### src/rtl/dmem_region_responder.sv
// rtl/dmem_region_responder.sv - data-memory responder routing CPU loads/stores to low/high banks
module dmem_region_responder #(
  parameter int unsigned DATA_W  = 32,
  parameter logic [31:0] SPLIT   = 32'h0000FFFF,
  parameter logic [31:0] HI_SIZE = 32'h00010000,
  parameter int unsigned LO_WAIT = 0,
  parameter int unsigned HI_WAIT = 2
) (
  input  logic              clk,
  input  logic              rst,
  input  logic              req_valid,
  output logic              req_ready,
  input  logic              req_we,
  input  logic [31:0]       req_addr,
  input  logic [DATA_W-1:0] req_wdata,
  output logic              resp_valid,
  input  logic              resp_ready,
  output logic [DATA_W-1:0] resp_rdata,
  output logic              resp_err,
  output logic              lo_en,
  output logic              lo_we,
  output logic [31:0]       lo_addr,
  output logic [DATA_W-1:0] lo_wdata,
  input  logic [DATA_W-1:0] lo_rdata,
  output logic              hi_en,
  output logic              hi_we,
  output logic [31:0]       hi_addr,
  output logic [DATA_W-1:0] hi_wdata,
  input  logic [DATA_W-1:0] hi_rdata
);

  localparam logic [3:0] LO_W = 4'(LO_WAIT);
  localparam logic [3:0] HI_W = 4'(HI_WAIT);

  typedef enum logic [1:0] {S_IDLE, S_ISSUE, S_WAIT, S_RESP} state_t;

  state_t            state, state_nxt;
  logic              we_q;
  logic              hi_q;
  logic [31:0]       off_q;
  logic [DATA_W-1:0] wdata_q;
  logic [3:0]        cnt;
  logic              req_hi;
  logic              oor;

  assign req_hi = (req_addr > SPLIT);
  // off_q already holds the bank-relative offset, so the range check is a plain compare
  assign oor    = hi_q && (off_q >= HI_SIZE);

  always_ff @(posedge clk) begin
    if (rst) state <= S_IDLE;
    else     state <= state_nxt;
  end

  always_comb begin
    state_nxt  = state;
    req_ready  = 1'b0;
    resp_valid = 1'b0;
    lo_en      = 1'b0;
    lo_we      = 1'b0;
    lo_addr    = '0;
    lo_wdata   = '0;
    hi_en      = 1'b0;
    hi_we      = 1'b0;
    hi_addr    = '0;
    hi_wdata   = '0;
    case (state)
      S_IDLE: begin
        req_ready = 1'b1;
        if (req_valid) state_nxt = S_ISSUE;
      end
      S_ISSUE: begin
        if (!oor && !hi_q) begin
          lo_en    = 1'b1;
          lo_we    = we_q;
          lo_addr  = off_q;
          lo_wdata = wdata_q;
        end
        if (!oor && hi_q) begin
          hi_en    = 1'b1;
          hi_we    = we_q;
          hi_addr  = off_q;
          hi_wdata = wdata_q;
        end
        state_nxt = (oor || we_q) ? S_RESP : S_WAIT;
      end
      S_WAIT: begin
        if (cnt == 4'd0) state_nxt = S_RESP;
      end
      S_RESP: begin
        resp_valid = 1'b1;
        if (resp_ready) state_nxt = S_IDLE;
      end
      default: state_nxt = S_IDLE;
    endcase
  end

  always_ff @(posedge clk) begin
    if (rst) begin
      we_q       <= 1'b0;
      hi_q       <= 1'b0;
      off_q      <= '0;
      wdata_q    <= '0;
      cnt        <= '0;
      resp_rdata <= '0;
      resp_err   <= 1'b0;
    end else begin
      case (state)
        S_IDLE: begin
          if (req_valid) begin
            we_q    <= req_we;
            hi_q    <= req_hi;
            off_q   <= req_hi ? (req_addr - SPLIT) : req_addr;
            wdata_q <= req_wdata;
          end
        end
        S_ISSUE: begin
          resp_rdata <= '0;
          resp_err   <= oor;
          cnt        <= hi_q ? HI_W : LO_W;
        end
        S_WAIT: begin
          if (cnt == 4'd0) resp_rdata <= hi_q ? hi_rdata : lo_rdata;
          else             cnt        <= cnt - 4'd1;
        end
        S_RESP: begin
          if (resp_ready) begin
            resp_err   <= 1'b0;
            resp_rdata <= '0;
          end
        end
        default: ;
      endcase
    end
  end

endmodule

### config.mk
export PLATFORM = sky130hd
export DESIGN_NAME = dmem_region_responder
export DESIGN_NICKNAME = d
export VERILOG_FILES = /design/src/rtl/dmem_region_responder.sv
export SDC_FILE = /design/constraint.sdc
export NUM_CORES = 1
export LEC_CHECK = 0
export ABC_AREA = 1
export CORE_UTILIZATION = 41
export CTS_CLUSTER_DIAMETER = 100
export DETAILED_ROUTE_END_ITERATION = 12
export PLACE_DENSITY = 0.83
export SLEW_MARGIN = 20
export SYNTH_ARGS = -nofsm -noshare
export SYNTH_HDL_FRONTEND = slang
export SYNTH_SLANG_ARGS = --single-unit
### constraint.sdc
create_clock -name clk -period 2 [get_ports clk]
set_clock_uncertainty 0.05 [all_clocks]
set_input_delay 0.4 -clock clk [delete_from_list [all_inputs] [get_ports clk]]
set_output_delay 0.4 -clock clk [all_outputs]
set_load 0.01 [all_outputs]
# After elaboration in Yosys (flattened, before gate mapping)
# Index checks and enable logic that the tools add are counted.
[op_classes]
n_eq_ne = 7
addsub = 2
order_cmp = 2
reduce_logical = 16
muxes = 33
[op_table]
columns = ["operator", "n"]
rows = [
  ["two-way mux 32 bit", 12],
  ["case mux 32 bit (3 select lines)", 1],
  [">= comparator 32 x 17 -> 1 bit (second input constant)", 1],
  ["> comparator 32 x 16 -> 1 bit (second input constant)", 1],
  ["subtractor 32 x 16 -> 32 bit (second input constant)", 1],
  ["two-way mux 1 bit", 12],
  ["two-way mux 2 bit", 4],
  ["inequality test 2 bit (second input constant)", 4],
  ["case mux 2 bit (4 select lines)", 1],
  ["case mux 4 bit (2 select lines)", 1],
  ["AND reduction 2 bit", 3],
  ["AND reduction 3 bit", 2],
  ["equality test 2 bit (second input constant)", 2],
  ["logical NOT 4 bit", 1],
  ["two-way mux 4 bit", 1],
  ["nonzero test 2 bit", 2],
  ["subtractor 4 x 1 -> 4 bit (second input constant)", 1],
  ["logical AND 1 bit", 3],
  ["nonzero test 3 bit", 1],
  ["equality test 2 x 1 -> 1 bit (second input constant)", 1],
  ["logical NOT 1 bit", 2],
  ["logical NOT 2 bit", 1],
  ["case mux 1 bit (2 select lines)", 1],
  ["logical OR 1 bit", 1],
]
[totals]
output_inout_bits = 167
word_cells = 68
in_bits = 133
register_bits = 105

# Longest topological paths before layout
# Gate-level depths: netlist of run 1.
[depth]
depth_word = 6
mapped_depth = 11
ltp_nobuf = 11

# Least setup slack after synthesis of run 1
# No wires, ideal clock.
[synth_timing]
kind = "register to output"
startpoint = "register state[1]"
endpoint = "output port lo_addr[0]"
path_stages_with_launch = 9
t_arrival_ps = 1437
setup_slack_ps = 113
t_required_ps = 1550
path_buffers = 2
path_cell_list = "dfxtp_1 > inv_1 > ha_1 > inv_1 > nor2_1 > inv_1 > buf_2 > buf_1 > nor2_1"
[synth_between]
elab_chain_len = 2
[synth_lines]
columns = ["item", "line_no", "text"]
rows = [
  ["from (decl)", "37", "state_t state, state_nxt;"],
  ["from (signal assigned)", "52", "else state <= state_nxt;"],
  ["equality test 2 x 1 -> 1 bit", "67", "case (state)"],
  ["two-way mux 32 bit", "67", ""],
  ["to (decl)", "22", "output logic [31:0] lo_addr,"],
]
# No other way between the ends.

# Worst setup path after layout of run 1
[layout_timing]
startpoint = "register off_q[30]"
endpoint = "output port hi_addr[10]"
[layout_between]
elab_chain_len = 6
[layout_lines]
columns = ["item", "line_no", "text"]
rows = [
  ["from (decl)", "40", "logic [31:0] off_q;"],
  ["from (signal assigned)", "113", "off_q <= req_hi ? (req_addr - SPLIT) : req_addr;"],
  [">= comparator 32 x 17 -> 1 bit", "48", "assign oor = hi_q && (off_q >= HI_SIZE);"],
  ["logical AND 1 bit", "48", ""],
  ["logical NOT 1 bit", "79", "if (!oor && hi_q) begin"],
  ["logical AND 1 bit", "79", ""],
  ["two-way mux 32 bit", "79", ""],
  ["two-way mux 32 bit", "67", ""],
  ["to (decl)", "27", "output logic [31:0] hi_addr,"],
]
# No other way between the ends.

==> out/qor.yml, run 1 <==
yosysUniqueCellTypes: 30
post-place-ws_ps: -327
grt_busiest_layer: "met2"
via_per_inst: 5.19
crit_chain: "nor2_2 -> nand2_1 -> nor2_2 -> nand2_2 -> nor3_4 -> buf_6 -> inv_8 -> buf_16 -> nor2_2 -> buf_2"
fin_cells: 1534
first_iter_violations: 691
area_growth_pct: 83.8
wirelength_um: 25200
clock.fmax_mhz: 424
drive_gt1_frac: 0.312
grt_overflow: 0
fillerInstances: 1016
p_int_mw: 6.09
cp-start-kind: "register"
grt_pass1_vias: 6862
pwr-share-clk: 0.165
yosysSeqAreaShare: 0.347
end_kind: "output pin"
vias: 7969
grt_max_degree: 60
grt_pass1_wl_um: 34500
finalInstanceArea_sq_um: 11100
clkLatencyLatePin_ps: 360
maxSlewViolCount: 0
crit-reg2reg-launch: "off_q[30]"
cts_tree: "done"
grt_usage: 0.294
cts_root_buf: "clkbuf_16"
syn_avg_cell_area_sq_um: 6.23
antenna-diode-count: 0
multiInputGateArea_sq_um: 3860
rsz0062_at_grt: "yes"
core_region_area_sq_um: 14500
status: "finished, violations left"
cp_data_required_time_ps: 1550
met3_usage: 0.0480
min_period_ps: 2360
drv_cap: 0
drtAntennaViolNets: 0
critPathKind: "register to output pin"
place_hpwl_um: 16000
final_net_count: 1485
hold_viol_final: 0
placed_cells: 1484
ir_drop_mv: 0.489
finalPower_mw: 10.5
grt_util_met2: 0.475
p_per_area_nw_per_um2: 943
cts_max_level: 3
seqCellArea_sq_um: 2110
min_path_type: "input pin to register"
setup_violations: 107
cts_sinks: 105
p_seq_frac: 0.278
grt_antenna_before_repair: 0
violations: "negative setup slack"
finalSetupTns_ps: -18110
crit_start: "off_q[30]"
start_util: 0.418
leakage_nw: 4.76
cts_buffers: 9
cp_max_fo: 12
place_congestion: 0.943
relSlewSlack: 0.596
syn_area_sq_um: 6050
dieArea_sq_um: 15200
setup_ws_ps: -360
critPathSlowestCell: "dfxtp_2"
place_area_sq_um: 9680
drc_errors: 0
clk_path_buf_depth: 2
crit_path_frequent_cell: "nor2_2"
power.switching_mw: 4.39
syn_inst: 971
post-route-period-util: 1.18
worst_ep_arrival_time_ps: 1910
die_y_um: 123
critPathTopFamily: "simple AND/OR/NAND/NOR gates"
die_x_um: 123
hold_start: "rst"
yosysWarningCount: 0
critPathBufInv: 4
combPwrFrac: 0.557
switching_share: 0.419
globalRouteMet1Util: 0.377
synth-seq-cells: 105
firstDrtPassIters: 5
num_rows: 44
port_buffers: 283
wl_per_cell_um: 16.4
clk_pin_slew_ps: 80
worst_pin_slew_ps: 606
cp_slowest_stage_delay_ps: 330
io_pins: 300
final timing paths:
| check | end | slack (ps) | cells after the start |
|---|---|---|---|
| min | cnt[0] | 390 | 4 |
| max | hi_addr[10] | -360 | 10 |
| min reg2reg | cnt[0] | 420 | 1 |
| max reg2reg | state[0] | -200 | 18 |
sequential cells by signal, summed over array words and instances (netlist names):
| name | count |
|---|---|
| resp_rdata | 32 |
| hi_q | 1 |
| off_q | 32 |
| wdata_q | 32 |
| cnt | 4 |
| resp_err | 1 |
| we_q | 1 |
| state | 2 |
area by class of cell:
| type | instances | share of cell area |
|---|---|---|
| Inverter | 122 | 0.0425 |
| Tap cell | 184 | 0.0207 |
| Sequential cell | 105 | 0.190 |
| Timing Repair Buffer | 420 | 0.374 |
| Clock inverter | 7 | 0.00506 |
| Multi-Input combinational cell | 687 | 0.347 |
| Clock buffer | 9 | 0.0203 |
layer usage:
layer	vias to the layer above	routed length, um
met2	396	12400
met3	80	1680
li1	3810	-
met4	0	960
met1	3683	10100
met5	-	0
what timing repair did:
action                     CTS  global route
cloned                      10             3
hold buffers                 0             0
setup endpoints to repair  118           145
buffers inserted            23             6
pin swaps                   18            20
resized for setup          563           204
Yosys cell counts:
cell | number | share of area
buf_6 | 2 | 0.0037
or2_1 | 1 | 0.0010
nor2_4 | 1 | 0.0019
and2_1 | 1 | 0.0010
buf_4 | 18 | 0.022
nor2_1 | 227 | 0.14
nand2_1 | 107 | 0.066
dfxtp_1 | 105 | 0.35
nor2_2 | 18 | 0.019
a31oi_1 | 2 | 0.0021
o21ai_1 | 14 | 0.012
clkbuf_1 | 38 | 0.024
a21oi_1 | 109 | 0.090
xor2_1 | 7 | 0.010
o21ai_0 | 95 | 0.079
xnor2_1 | 7 | 0.010
buf_2 | 9 | 0.0074
inv_1 | 118 | 0.073
o211ai_1 | 1 | 0.0012
nor3_1 | 23 | 0.019
ha_1 | 7 | 0.014
nor4_1 | 11 | 0.011
buf_1 | 5 | 0.0031
nor3_2 | 1 | 0.0017
nand2_2 | 8 | 0.0083
nor3b_1 | 1 | 0.0012
inv_2 | 4 | 0.0025
nand3_1 | 23 | 0.019
conb_1 | 1 | 0.00062
nand4_1 | 7 | 0.0072
power by group through the flow:
stage / sequential (mW) / clock [mW] / combinational (mW)
floorplan: 2.94 / 0 / 2.16
global placement: 2.89 / 0 / 4.09
detailed placement: 2.91 / 0 / 4.17
CTS: 2.88 / 1.74 / 4.83
global route: 2.96 / 1.82 / 6.26
finish: 2.91 / 1.72 / 5.84
worst register-to-register path: stages (launching register included):
cell and delay [ps]:
dfxtp_2 330, nor2_2 100, nand2_1 70, nor2_2 140
nand2_2 90, buf_4 140, buf_6 100, buf_6 100
buf_4 110, buf_4 120, buf_4 120, buf_4 120
buf_4 130, nand2_4 60, nand2_2 40, nand2_1 60
nand2_1 40, nand2_1 70, a21oi_2 50
cells by family (layout without fill, tap and decap cells):
kind of cell    Yosys count  in the layout  share of synthesized area
fa+ha+maj                 7              7                     0.0145
compound gates          221            221                      0.184
flops                   105            105                      0.347
other cells               1             16                   0.000620
buf+inv                 194            558                      0.136
xor+xnor                 14             14                     0.0203
simple gates            429            429                      0.298
cell usage in the layout (no fill, tap or decap), types with 11 or more instances in the layout:
cell / count
a21oi_1: 108
buf_12: 13
buf_2: 47
buf_4: 103
buf_6: 75
clkbuf_16: 12
clkdlybuf4s50_1: 164
conb_1: 16
dfxtp_1: 100
inv_1: 115
nand2_1: 101
nand2_2: 12
nand3_1: 23
nor2_1: 130
nor2_2: 44
nor2_4: 72
nor3_1: 19
nor4_1: 11
o21ai_0: 95
o21ai_1: 13
metrics by stage:
step	util	hold slack, ps
3_3_place_gp	0.668	396
2_1_floorplan	-	380
3_5_place_dp	0.668	405
5_1_grt	0.768	380
6_report	0.768	391
4_1_cts	0.701	370
Note: power is estimated with default switching activity, not from simulation.
==> run 2: changes to the inputs <==
- clock period: 2 -> 2.2 ns (I/O delays scaled with it)
==> run 2 against run 1 <==
Net effect:
- the run still ends with negative setup slack left
- largest cell class unchanged
- critical path type unchanged
- critical path depth decreased by 1
- core utilization down 6.6 points
- sequential cell count did not move
- routed wire length shrank 10%
- non-clock buffer count fell by 48
- clock power down 2%
- sequential share of layout area grew 1.8 points
- total power down 16%
==> out/qor.yml, run 2 (synthesis gave the netlist of run 1 again) <==
switching_share: 0.398  # -0.0207
finalPower_mw: 8.82  # -16%
area_growth_pct: 67.9
grt_antenna_before_repair: 0  # unchanged
clk_pin_slew_ps: 70  # about the same
finalInstanceArea_sq_um: 10200  # -8.6%
cp_data_required_time_ps: 1710  # +160 ps
hold_start: "cnt[0]"
leakage_nw: 4.42  # -7.1%
setup_ws_ps: -158  # +202 ps
cp_max_fo: 6  # -6
hold_viol_final: 0  # unchanged
end_kind: "output pin"
finalSetupTns_ps: -7270  # +10,840 ps
start_util: 0.418  # unchanged
cp_slowest_stage_delay_ps: 320  # about the same
place_congestion: 0.939  # -0.49%
globalRouteMet1Util: 0.335  # -0.0423
final_common_cell: "nor2_1"
crit-reg2reg-launch: "state[0]"
violations: "negative setup slack"
grt_usage: 0.263  # -0.0303
critPathBufInv: 3  # -1
critPathTopFamily: "simple AND/OR/NAND/NOR gates"
worst_ep_arrival_time_ps: 1870  # -40 ps
min_path_type: "register to register"
status: "finished, violations left"
firstDrtPassIters: 5  # unchanged
place_area_sq_um: 9340  # -3.5%
drive_gt1_frac: 0.241  # -0.0711
place_hpwl_um: 15600  # -2.1%
layout_common_cells: "nor2_1, clkdlybuf4s50_1, inv_1, a21oi_1, nand2_1"
critPathSlowestCell: "dfxtp_1"
cts_root_buf: "clkbuf_16"
wirelength_um: 22600  # -10%
crit_start: "off_q[24]"
cts_buffers: 9  # unchanged
core_region_area_sq_um: 14500  # unchanged
ir_drop_mv: 0.500  # +2.2%
hold_buffers: 0  # unchanged
final_net_count: 1437  # -3.2%
crit_path_frequent_cell: "nor2_1"
die_x_um: 123  # unchanged
num_rows: 44  # unchanged
combPwrFrac: 0.511  # -0.046
post-route-period-util: 1.07
grt_busiest_layer: "met2"
grt_util_met2: 0.444  # -0.0307
maxSlewViolCount: 0  # unchanged
utilization: 0.702  # -0.0661
drtAntennaViolNets: 0  # unchanged
grt_pass1_wl_um: 31400  # -9.1%
fillerInstances: 1194  # +18%
power.switching_mw: 3.51  # -20%
min_period_ps: 2360
top_regs: "off_q (32), resp_rdata (32), wdata_q (32)"
cp-start-kind: "register"
port_buffers: 283  # unchanged
cts_max_level: 3  # unchanged
vias: 7462  # -6.4%
io_pins: 300  # unchanged
drv_cap: 0  # unchanged
dieArea_sq_um: 15200  # unchanged
critPathKind: "register to output pin"
post-place-ws_ps: -136  # +191 ps
die_y_um: 123  # unchanged
first_iter_violations: 440  # -36%
drc_errors: 0  # unchanged
p_int_mw: 5.31  # -13%
relSlewSlack: 0.628  # +0.0319
pwr-share-clk: 0.190  # +0.025
grt_pass1_vias: 6318  # -7.9%
grt_overflow: 0  # unchanged
met3_usage: 0.0475  # -0.000461
worst_pin_slew_ps: 558  # -47.9 ps
wl_per_cell_um: 15.3  # -7.2%
crit_chain: "nor2_2 -> nand2_1 -> nor2_1 -> nand2_2 -> nor3_4 -> inv_4 -> clkbuf_16 -> nor2_1 -> clkdlybuf4s15_2"
clkLatencyLatePin_ps: 350  # about the same
antenna-diode-count: 0  # unchanged
clk_path_buf_depth: 2  # unchanged
grt_max_degree: 49  # -18%
setup_violations: 86  # -20%
cts_sinks: 105  # unchanged
cts_tree: "done"
clock.fmax_mhz: 424
p_seq_frac: 0.298  # +0.020
p_per_area_nw_per_um2: 868  # -7.9%
rsz0062_at_grt: "yes"
via_per_inst: 5.03  # -3.2%
run 2: changes by cell type in the layout (fill, tap and decap cells not counted), moves of 8 or more:
| cell | previous run | this run |
|---|---|---|
| nor2_1 | 130 | 171 |
| buf_6 | 75 | 35 |
| nor2_4 | 72 | 34 |
| buf_4 | 103 | 67 |
| buf_2 | 47 | 61 |
| clkdlybuf4s15_2 | 0 | 13 |
| buf_16 | 10 | 2 |
run 2: repair_timing:
item,4_1_cts,5_1_grt
endpoints found under the hold margin,0,0
pin swaps,1,4
endpoints found under the setup margin,117,91
resized for setup,402,184
cloned,2,11
setup buffers,4,9
run 2: routing by layer:
metal | share of wire | vias to the layer above | wire, um
li1 | - | 3688 | -
met1 | 0.42 | 3443 | 9440
met2 | 0.50 | 297 | 11300
met3 | 0.065 | 34 | 1480
met4 | 0.020 | 0 | 444
met5 | 0 | - | 0
run 2: worst paths after layout:
path / endpoint / slack, ps / cells after the start
max reg2reg: resp_rdata[29] / 250 / 10
max: hi_wdata[23] / -160 / 9
min reg2reg: cnt[0] / 440 / 1
min: cnt[0] / 440 / 1
run 2: area by class of cell:
type                       count  area, sq um  area share
inverter                     122          470      0.0463
clock buffer                  12          267      0.0262
sequential                   105         2110       0.208
clock inverter                 2         37.5     0.00369
multi-input combinational    687         3510       0.346
timing repair buffer         372         3540       0.348
tap                          184          230      0.0227
run 2: per-stage QoR:
stage | hold slack (ps) | instances
after detailed placement | 417 | 1446
after floorplan | 380 | 986
after global placement | 399 | 1446
final | 435 | 1484
after CTS | 428 | 1466
after global routing | 453 | 1484
run 2: power by group through the flow:
stage	combinational (mW)	sequential (mW)	clock, mW
after floorplan	1.96	2.67	0
after global placement	3.57	2.62	0
after detailed placement	3.65	2.65	0
after CTS	3.75	2.62	1.70
after global routing	4.88	2.68	1.78
final	4.51	2.63	1.68
